==> src/rtl/dsp_pkg.sv <==
`default_nettype none
// ============================================================================
// Module      : dsp_pkg
// Description : Shared limits and elaboration helpers for DSP48A1 datapath blocks.
// Revision    : 1.0 - initial release
// ============================================================================
package dsp_pkg;

  localparam int DSP_MAX_WIDTH = 48;
  localparam int DSP_MAX_DEPTH = 8;

  function automatic int clog2(input int value);
    int result;
    int span;
    result = 0;
    span   = 1;
    while (span < value) begin
      span   = span * 2;
      result = result + 1;
    end
    return result;
  endfunction

  // Tap-select width must encode 0..depth and never collapse to zero bits.
  function automatic int tap_width(input int depth);
    return (clog2(depth + 1) < 1) ? 1 : clog2(depth + 1);
  endfunction

  function automatic bit cfg_ok(input int width, input int depth);
    return (width >= 1) && (width <= DSP_MAX_WIDTH) &&
           (depth >= 0) && (depth <= DSP_MAX_DEPTH);
  endfunction

endpackage
`default_nettype wire

==> src/rtl/dsp_pipe_stage.sv <==
`default_nettype none
// ============================================================================
// Module      : dsp_pipe_stage
// Description : One data+valid pipeline register with ce, valid-only flush and sync reset.
// Revision    : 1.0 - initial release
// ============================================================================
module dsp_pipe_stage #(
  parameter int DATA_W = 18
) (
  input  logic              clk,
  input  logic              rst,
  input  logic              ce,
  input  logic              flush,
  input  logic [DATA_W-1:0] data_i,
  input  logic              valid_i,
  output logic [DATA_W-1:0] data_o,
  output logic              valid_o
);

  logic [DATA_W-1:0] data_q;
  logic [DATA_W-1:0] data_d;
  logic              valid_q;
  logic              valid_d;

  // Flush only kills the qualifier; the data word still advances with ce.
  always_comb begin
    data_d  = data_q;
    valid_d = valid_q;
    if (ce) begin
      data_d  = data_i;
      valid_d = valid_i;
    end
    if (flush) begin
      valid_d = 1'b0;
    end
  end

  always_ff @(posedge clk) begin
    if (rst) begin
      data_q  <= '0;
      valid_q <= 1'b0;
    end else begin
      data_q  <= data_d;
      valid_q <= valid_d;
    end
  end

  assign data_o  = data_q;
  assign valid_o = valid_q;

endmodule
`default_nettype wire

==> src/rtl/dsp_pipe_delay.sv <==
`default_nettype none
// ============================================================================
// Module      : dsp_pipe_delay
// Description : DEPTH-stage delay line with runtime tap select, valid tracking and fill status.
// Revision    : 1.0 - initial release
// ============================================================================
module dsp_pipe_delay
  import dsp_pkg::*;
#(
  parameter  int WIDTH   = 18,
  parameter  int DEPTH   = 2,
  parameter  bit OUT_REG = 1'b0,
  localparam int TAP_W   = tap_width(DEPTH)
) (
  input  logic             clk,
  input  logic             rst,
  input  logic             ce,
  input  logic             flush,
  input  logic [WIDTH-1:0] in,
  input  logic             in_valid,
  input  logic [TAP_W-1:0] tap_sel,
  output logic [WIDTH-1:0] out,
  output logic             out_valid,
  output logic             primed
);

  if (!cfg_ok(WIDTH, DEPTH)) begin : g_cfg_check
    $error("dsp_pipe_delay: WIDTH=%0d DEPTH=%0d outside supported range", WIDTH, DEPTH);
  end

  // Entry 0 is the live input so that tap 0 and tap k share one index space.
  logic [DEPTH:0][WIDTH-1:0] stg_data;
  logic [DEPTH:0]            stg_vld;
  logic [WIDTH-1:0]          tap_data;
  logic                      tap_vld;

  assign stg_data[0] = in;
  assign stg_vld[0]  = in_valid;

  for (genvar k = 1; k <= DEPTH; k++) begin : g_stage
    dsp_pipe_stage #(
      .DATA_W (WIDTH)
    ) u_stage (
      .clk     (clk),
      .rst     (rst),
      .ce      (ce),
      .flush   (flush),
      .data_i  (stg_data[k-1]),
      .valid_i (stg_vld[k-1]),
      .data_o  (stg_data[k]),
      .valid_o (stg_vld[k])
    );
  end

  if (DEPTH == 0) begin : g_passthru
    logic unused_ctrl;
    assign unused_ctrl = ^{tap_sel, flush, clk, rst, ce};
    assign tap_data    = stg_data[0];
    assign tap_vld     = stg_vld[0];
    assign primed      = 1'b1;
  end else begin : g_tapped
    logic [TAP_W-1:0] tap_eff;
    logic [TAP_W-1:0] fill_q;
    logic [TAP_W-1:0] fill_d;

    assign tap_eff = (tap_sel > TAP_W'(DEPTH)) ? TAP_W'(DEPTH) : tap_sel;

    always_comb begin
      tap_data = stg_data[0];
      tap_vld  = stg_vld[0];
      for (int k = 1; k <= DEPTH; k++) begin
        if (tap_eff == TAP_W'(k)) begin
          tap_data = stg_data[k];
          tap_vld  = stg_vld[k];
        end
      end
    end

    // Counts enabled shifts since the last rst/flush, saturating at DEPTH.
    always_comb begin
      fill_d = fill_q;
      if (flush) begin
        fill_d = '0;
      end else if (ce && (fill_q != TAP_W'(DEPTH))) begin
        fill_d = fill_q + TAP_W'(1);
      end
    end

    always_ff @(posedge clk) begin
      if (rst) begin
        fill_q <= '0;
      end else begin
        fill_q <= fill_d;
      end
    end

    assign primed = (fill_q == TAP_W'(DEPTH));
  end

  if (OUT_REG) begin : g_out_reg
    dsp_pipe_stage #(
      .DATA_W (WIDTH)
    ) u_out_reg (
      .clk     (clk),
      .rst     (rst),
      .ce      (ce),
      .flush   (1'b0),
      .data_i  (tap_data),
      .valid_i (tap_vld),
      .data_o  (out),
      .valid_o (out_valid)
    );
  end else begin : g_out_comb
    assign out       = tap_data;
    assign out_valid = tap_vld;
  end

endmodule
`default_nettype wire

==> config.mk <==
export PLATFORM = sky130hd
export DESIGN_NAME = dsp_pipe_delay
export DESIGN_NICKNAME = d
export VERILOG_FILES = /design/src/rtl/dsp_pkg.sv /design/src/rtl/dsp_pipe_stage.sv /design/src/rtl/dsp_pipe_delay.sv
export SDC_FILE = /design/constraint.sdc
export NUM_CORES = 1
export LEC_CHECK = 0
export CORE_MARGIN = 2
export CORE_UTILIZATION = 35
export DETAILED_ROUTE_END_ITERATION = 6
export GPL_TIMING_DRIVEN = 0
export SETUP_SLACK_MARGIN = 0.4
export SKIP_LAST_GASP = 1
export SYNTH_ARGS = -nofsm -noshare
export SYNTH_HDL_FRONTEND = slang
export SYNTH_SLANG_ARGS = --single-unit
==> constraint.sdc <==
create_clock -name clk -period 1.3 [get_ports clk]
set_input_delay 0.325 -clock clk [delete_from_list [all_inputs] [get_ports clk]]
set_output_delay 0.325 -clock clk [all_outputs]
set_load 0.02 [all_outputs]
### Word level (Yosys, flattened, before mapping)

Cells that the tools add are included.

* register bits after elaboration: 40
* latch bits: 0
* bits in writable memories: 0
* ROM bits: 0
* input port bits: 25
* output and inout bits: 20
* logic and storage cells: 18
* memories: 0

* add/subtract/negate cells: 1
* multiply operators: 0
* div/mod/pow operators: 0
* magnitude comparators: 1
* equality and inequality tests: 4
* shifts and indexed selects: 0
* muxes and demuxes: 5
* bitwise gates (word level): 0
* reduce and logical (&&, ||, !) cells: 2

Operators by type and width (number)
* 2-to-1 mux 18 bit: 2
* equality test 2 bit (second input constant): 2
* adder 2 x 1 -> 2 bit (second input constant): 1
* equality test 2 x 1 -> 1 bit (second input constant): 1
* greater-than comparator 2 bit (second input constant): 1
* 2-to-1 mux 1 bit: 2
* 2-to-1 mux 2 bit: 1
* inequality test 2 bit (second input constant): 1
* OR reduction 2 bit: 1
* logical AND 1 bit: 1

### Depth between registers and ports, before layout

* word-level depth: 5
* depth in mapped cells: 5
* mapped depth without buffers: 5

### Cells and area by module

From an unflattened synthesis, not the netlist that was laid out.

* cells, all modules: 194
* area total of the unflattened synthesis: 1878.1 um^2

Modules (own cells, without submodules)
* dsp_pipe_stage: instances 2, cells an instance 61, area each 684.4 um^2, seq. area each 380.4 um^2
* dsp_pipe_delay: instances 1, cells an instance 72, area each 509.2 um^2, seq. area each 40.0 um^2

### Least setup slack after synthesis

Ideal clock, no wire load.

* kind: in2out
* start: input port tap_sel[0]
* end: output port out[10]
* arrival: 1.090 ns
* data required time: 0.975 ns
* slack: -0.115 ns
* stages on the path: 4
* path buffers: 2
* path through: buf_4 -> buf_6 -> mux2i_1 -> o21ai_1

* longest elaborated chain between the ends: 5
* elaborated cells between the ends (all ways): 6
* classes of those cells: order compare: 1; eq/ne: 2; mux: 3

RTL lines
* from (decl): line dsp_pipe_delay.sv:21 `input logic [TAP_W-1:0] tap_sel,`
* greater-than comparator 2 bit: line dsp_pipe_delay.sv:66 `assign tap_eff = (tap_sel > TAP_W'(DEPTH)) ? TAP_W'(DEPTH) : tap_sel;`
* 2-to-1 mux 2 bit *: line dsp_pipe_delay.sv:66
* equality test 2 x 1 -> 1 bit: line dsp_pipe_delay.sv:72 `if (tap_eff == TAP_W'(k)) begin`
* 2-to-1 mux 18 bit: line dsp_pipe_delay.sv:72
* 2-to-1 mux 18 bit *: line dsp_pipe_delay.sv:72
* to (decl): line dsp_pipe_delay.sv:22 `output logic [WIDTH-1:0] out,`

Mark *: on every way between the ends. The rest lies on a longest branch, timed or not.

### Worst setup path in the final report

* start: input port tap_sel[0]
* end: output port out[6]

The elaborated chain is that of the path after synthesis.

==> results.toml <==
[sta]
finalHoldWorstSlack_ps = 414
slew_viol_final = 0
fin_crit_ps = 1380
hold_viol = 0
setup_viol = 19
period_share_pct = 107
finalClockSkew_ps = 7.07
rsz0062_at_grt = "true"
tns_ps = -755
relSlewSlack_pct = 64.4
fmax_mhz = 722
setup_ws_ps = -84.6
tightest_slew_ps = 535

[outcome]
status = "complete, but fails checks"
violations = "setup timing"

[clock_network]
insertion_delay_ps = 290
htree_levels = 2
clock-root-buffer = "clkbuf_8"
cts.sinks = 40
cts_buffers = 5
max-clock-path-buffers = 2
cts_hold_buf = 0
cts_tree = "built"
clkTransAtPathRegs_ps = 80

[cells_and_area]
diodes = 0
finish.utilization_pct = 58.3
drive_gt1_share_pct = 44.3
area_delta_synth_final_pct = 61.5
stdcell_count = 334
final_nets = 289

[yosys]
syn_nets = 220
yosysWarningCount = 0
ys_top_cells_by_count = "mux2i_1 (57), dfxtp_1 (40), nor2_1 (37)"
synth_top_flop_cell = "dfxtp_1"
synth_edf_count = 0
synth_top_area_share_pct = 43.7
yosysSeqAreaShare_pct = 43.7
async_reset_ff_share_pct = 0
synthCells = 194
synth_cell_types = 16
syn_avg_cell_area_sq_um = 9.45
yosys.area.top_type = "dfxtp_1"
synth.most_common_cell = "mux2i_1"
synth_area_leaders = "dfxtp_1 (44%), mux2i_1 (31%), nor2_1 (7.6%)"
synth_area_sq_um = 1830
synth-seq-cells = 40

[critical_path]
crit_path_top_delay_cell = "mux2i_4"
r2r_start = "g_tapped.fill_q[0]"
cp_top_family = "buffers and inverters"
arrival_ps = 1060
worstSetupPathType = "input pin to primary output"
path_cells = "buf_16, buf_12, mux2i_4, o21ai_2, buf_6"
end_kind = "primary output"
cp-start-kind = "input pin"
crit_buf_inv = 3
crit_fanout = 6
crit_start = "tap_sel[0]"
required_ps = 980
cp_slowest_stage_delay_ps = 180

[die]
die_height_um = 76.4
rows = 26
start_util_pct = 36.1
die_area_sq_um = 5830
ios = 45
dieWidth_um = 76.4
coreArea_sq_um = 5070

[pwr]
seqPwrFrac_pct = 44.0
swShare_pct = 25.9
ir_worst_vdd_v = 0.000564
powerDensity_nw_per_um2 = 1020
p_leak_nw = 1.32
p_int_mw = 2.23
power_frac_clock_pct = 33.0
p_comb_share_pct = 22.9
switching_power_mw = 0.782

[global_routing]
grt_max_degree = 13
grt_pass1_wl_um = 7760
grt_antenna_before_repair = 0
track_usage_pct = 16.7
grt_pass1_vias = 1609
grt-ovfl-total = 0

[placed_design]
dp_hpwl_um = 2850
dp.cells = 305
gp_congestion = 0.713
port_buffers = 41

[detailed_routing]
initialDrtViolationCount = 74
drcViolationCount = 0
ant_nets = 0
vias = 1587
firstDrtPassIters = 4
drt_wl_total_um = 4620
vias_per_cell = 4.75
wl_per_cell_um = 13.8

[hold_path]
hold_start = "in[4]"
hold_class = "input pin to register"

[job]
max_cap_violations = 0
==> cell type report <==
type,instances,area (sq um)
buffer,14,165
tap,70,87.6
inverter,1,3.75
clock inverter,2,35.0
fill,463,2110
sequential,40,827
timing repair buffer,62,639
multi-input combinational,139,1130
clock buffer,6,72.6
==> stage by stage <==
| stage | cell area, sq um | setup WS, ps | power [mW] |
|---|---|---|---|
| 3_5_place_dp | 2470 | -719 | 1.90 |
| 4_1_cts | 2860 | -67.7 | 3.00 |
| 6_report | 2960 | -84.6 | 3.02 |
| 5_1_grt | 2960 | -104 | 3.16 |
| 3_3_place_gp | 2470 | -718 | 1.90 |
| 2_1_floorplan | 1980 | 7.33 | 1.69 |
==> registers in the layout (all words and copies together) (netlist names) <==
name                     cells
g_stage.u_stage.data_o      36
g_tapped.fill_q              2
g_stage.u_stage.valid_o      2
==> layout by cell type, fill, tap and decap left out, drive strengths merged <==
cell	n
mux2i	57
buf	51
dfxtp	40
nor2	37
nand2	19
dlygate4sd2	19
o21ai	19
clkbuf	11
nor3	3
inv	1
and2b	1
xnor2	1
a2111oi	1
ha	1
clkinv	1
bufinv	1
clkdlybuf4s50	1
==> power by group through the flow <==
stage / combinational, mW / clock (mW) / sequential [mW]
after floorplan: 0.350 / 0 / 1.34
after global placement: 0.555 / 0 / 1.35
after detailed placement: 0.557 / 0 / 1.35
after CTS: 0.657 / 1.02 / 1.32
after global routing: 0.744 / 1.08 / 1.33
final: 0.691 / 0.997 / 1.33
==> metal layers <==
| layer | part of all wire (%) | routed length (um) | vias up | track usage [%] |
|---|---|---|---|---|
| li1 | - | - | 798 | - |
| met1 | 46 | 2140 | 753 | 21.3 |
| met2 | 48 | 2230 | 31 | 28.1 |
| met3 | 4.0 | 185 | 5 | 4.15 |
| met4 | 1.2 | 55 | 0 | 4.36 |
| met5 | 0 | 0 | - | 0 |
==> worst min-delay path, stage by stage <==
cell and delay, ps:
dlygate4sd2_1 210, mux2i_1 70, nor2_1 70
==> path summary, 6_finish.rpt <==
check	slack, ps	end	cells past startpoint
worst max register to register	160	g_tapped.fill_q[1]	4
worst max-delay path	-80	out[6]	5
worst min register to register	500	g_stage[2].u_stage.data_o[17]	2
worst min-delay path	410	g_stage[1].u_stage.data_o[4]	3
==> logic make-up (layout without fill, tap and decap cells) <==
| group | Yosys count | in the layout | synth area share, % |
|---|---|---|---|
| buffers and inverters | 15 | 85 | 5.26 |
| multiplexers | 57 | 57 | 31.1 |
| AND/OR/NAND/NOR | 60 | 60 | 12.8 |
| flip-flops | 40 | 40 | 43.7 |
| AO/OA/AOI/OAI | 20 | 20 | 6.01 |
| XOR/XNOR | 1 | 1 | 0.478 |
| adder cells (fa/ha/maj) | 1 | 1 | 0.682 |
==> timing repair <==
item | 4_1_cts | 5_1_grt
setup buffers | 15 | 3
cloned | 3 | 0
pin swaps | 20 | 15
setup endpoints to repair | 60 | 31
gates resized for setup | 172 | 17
(Power assumes the default switching activity.)
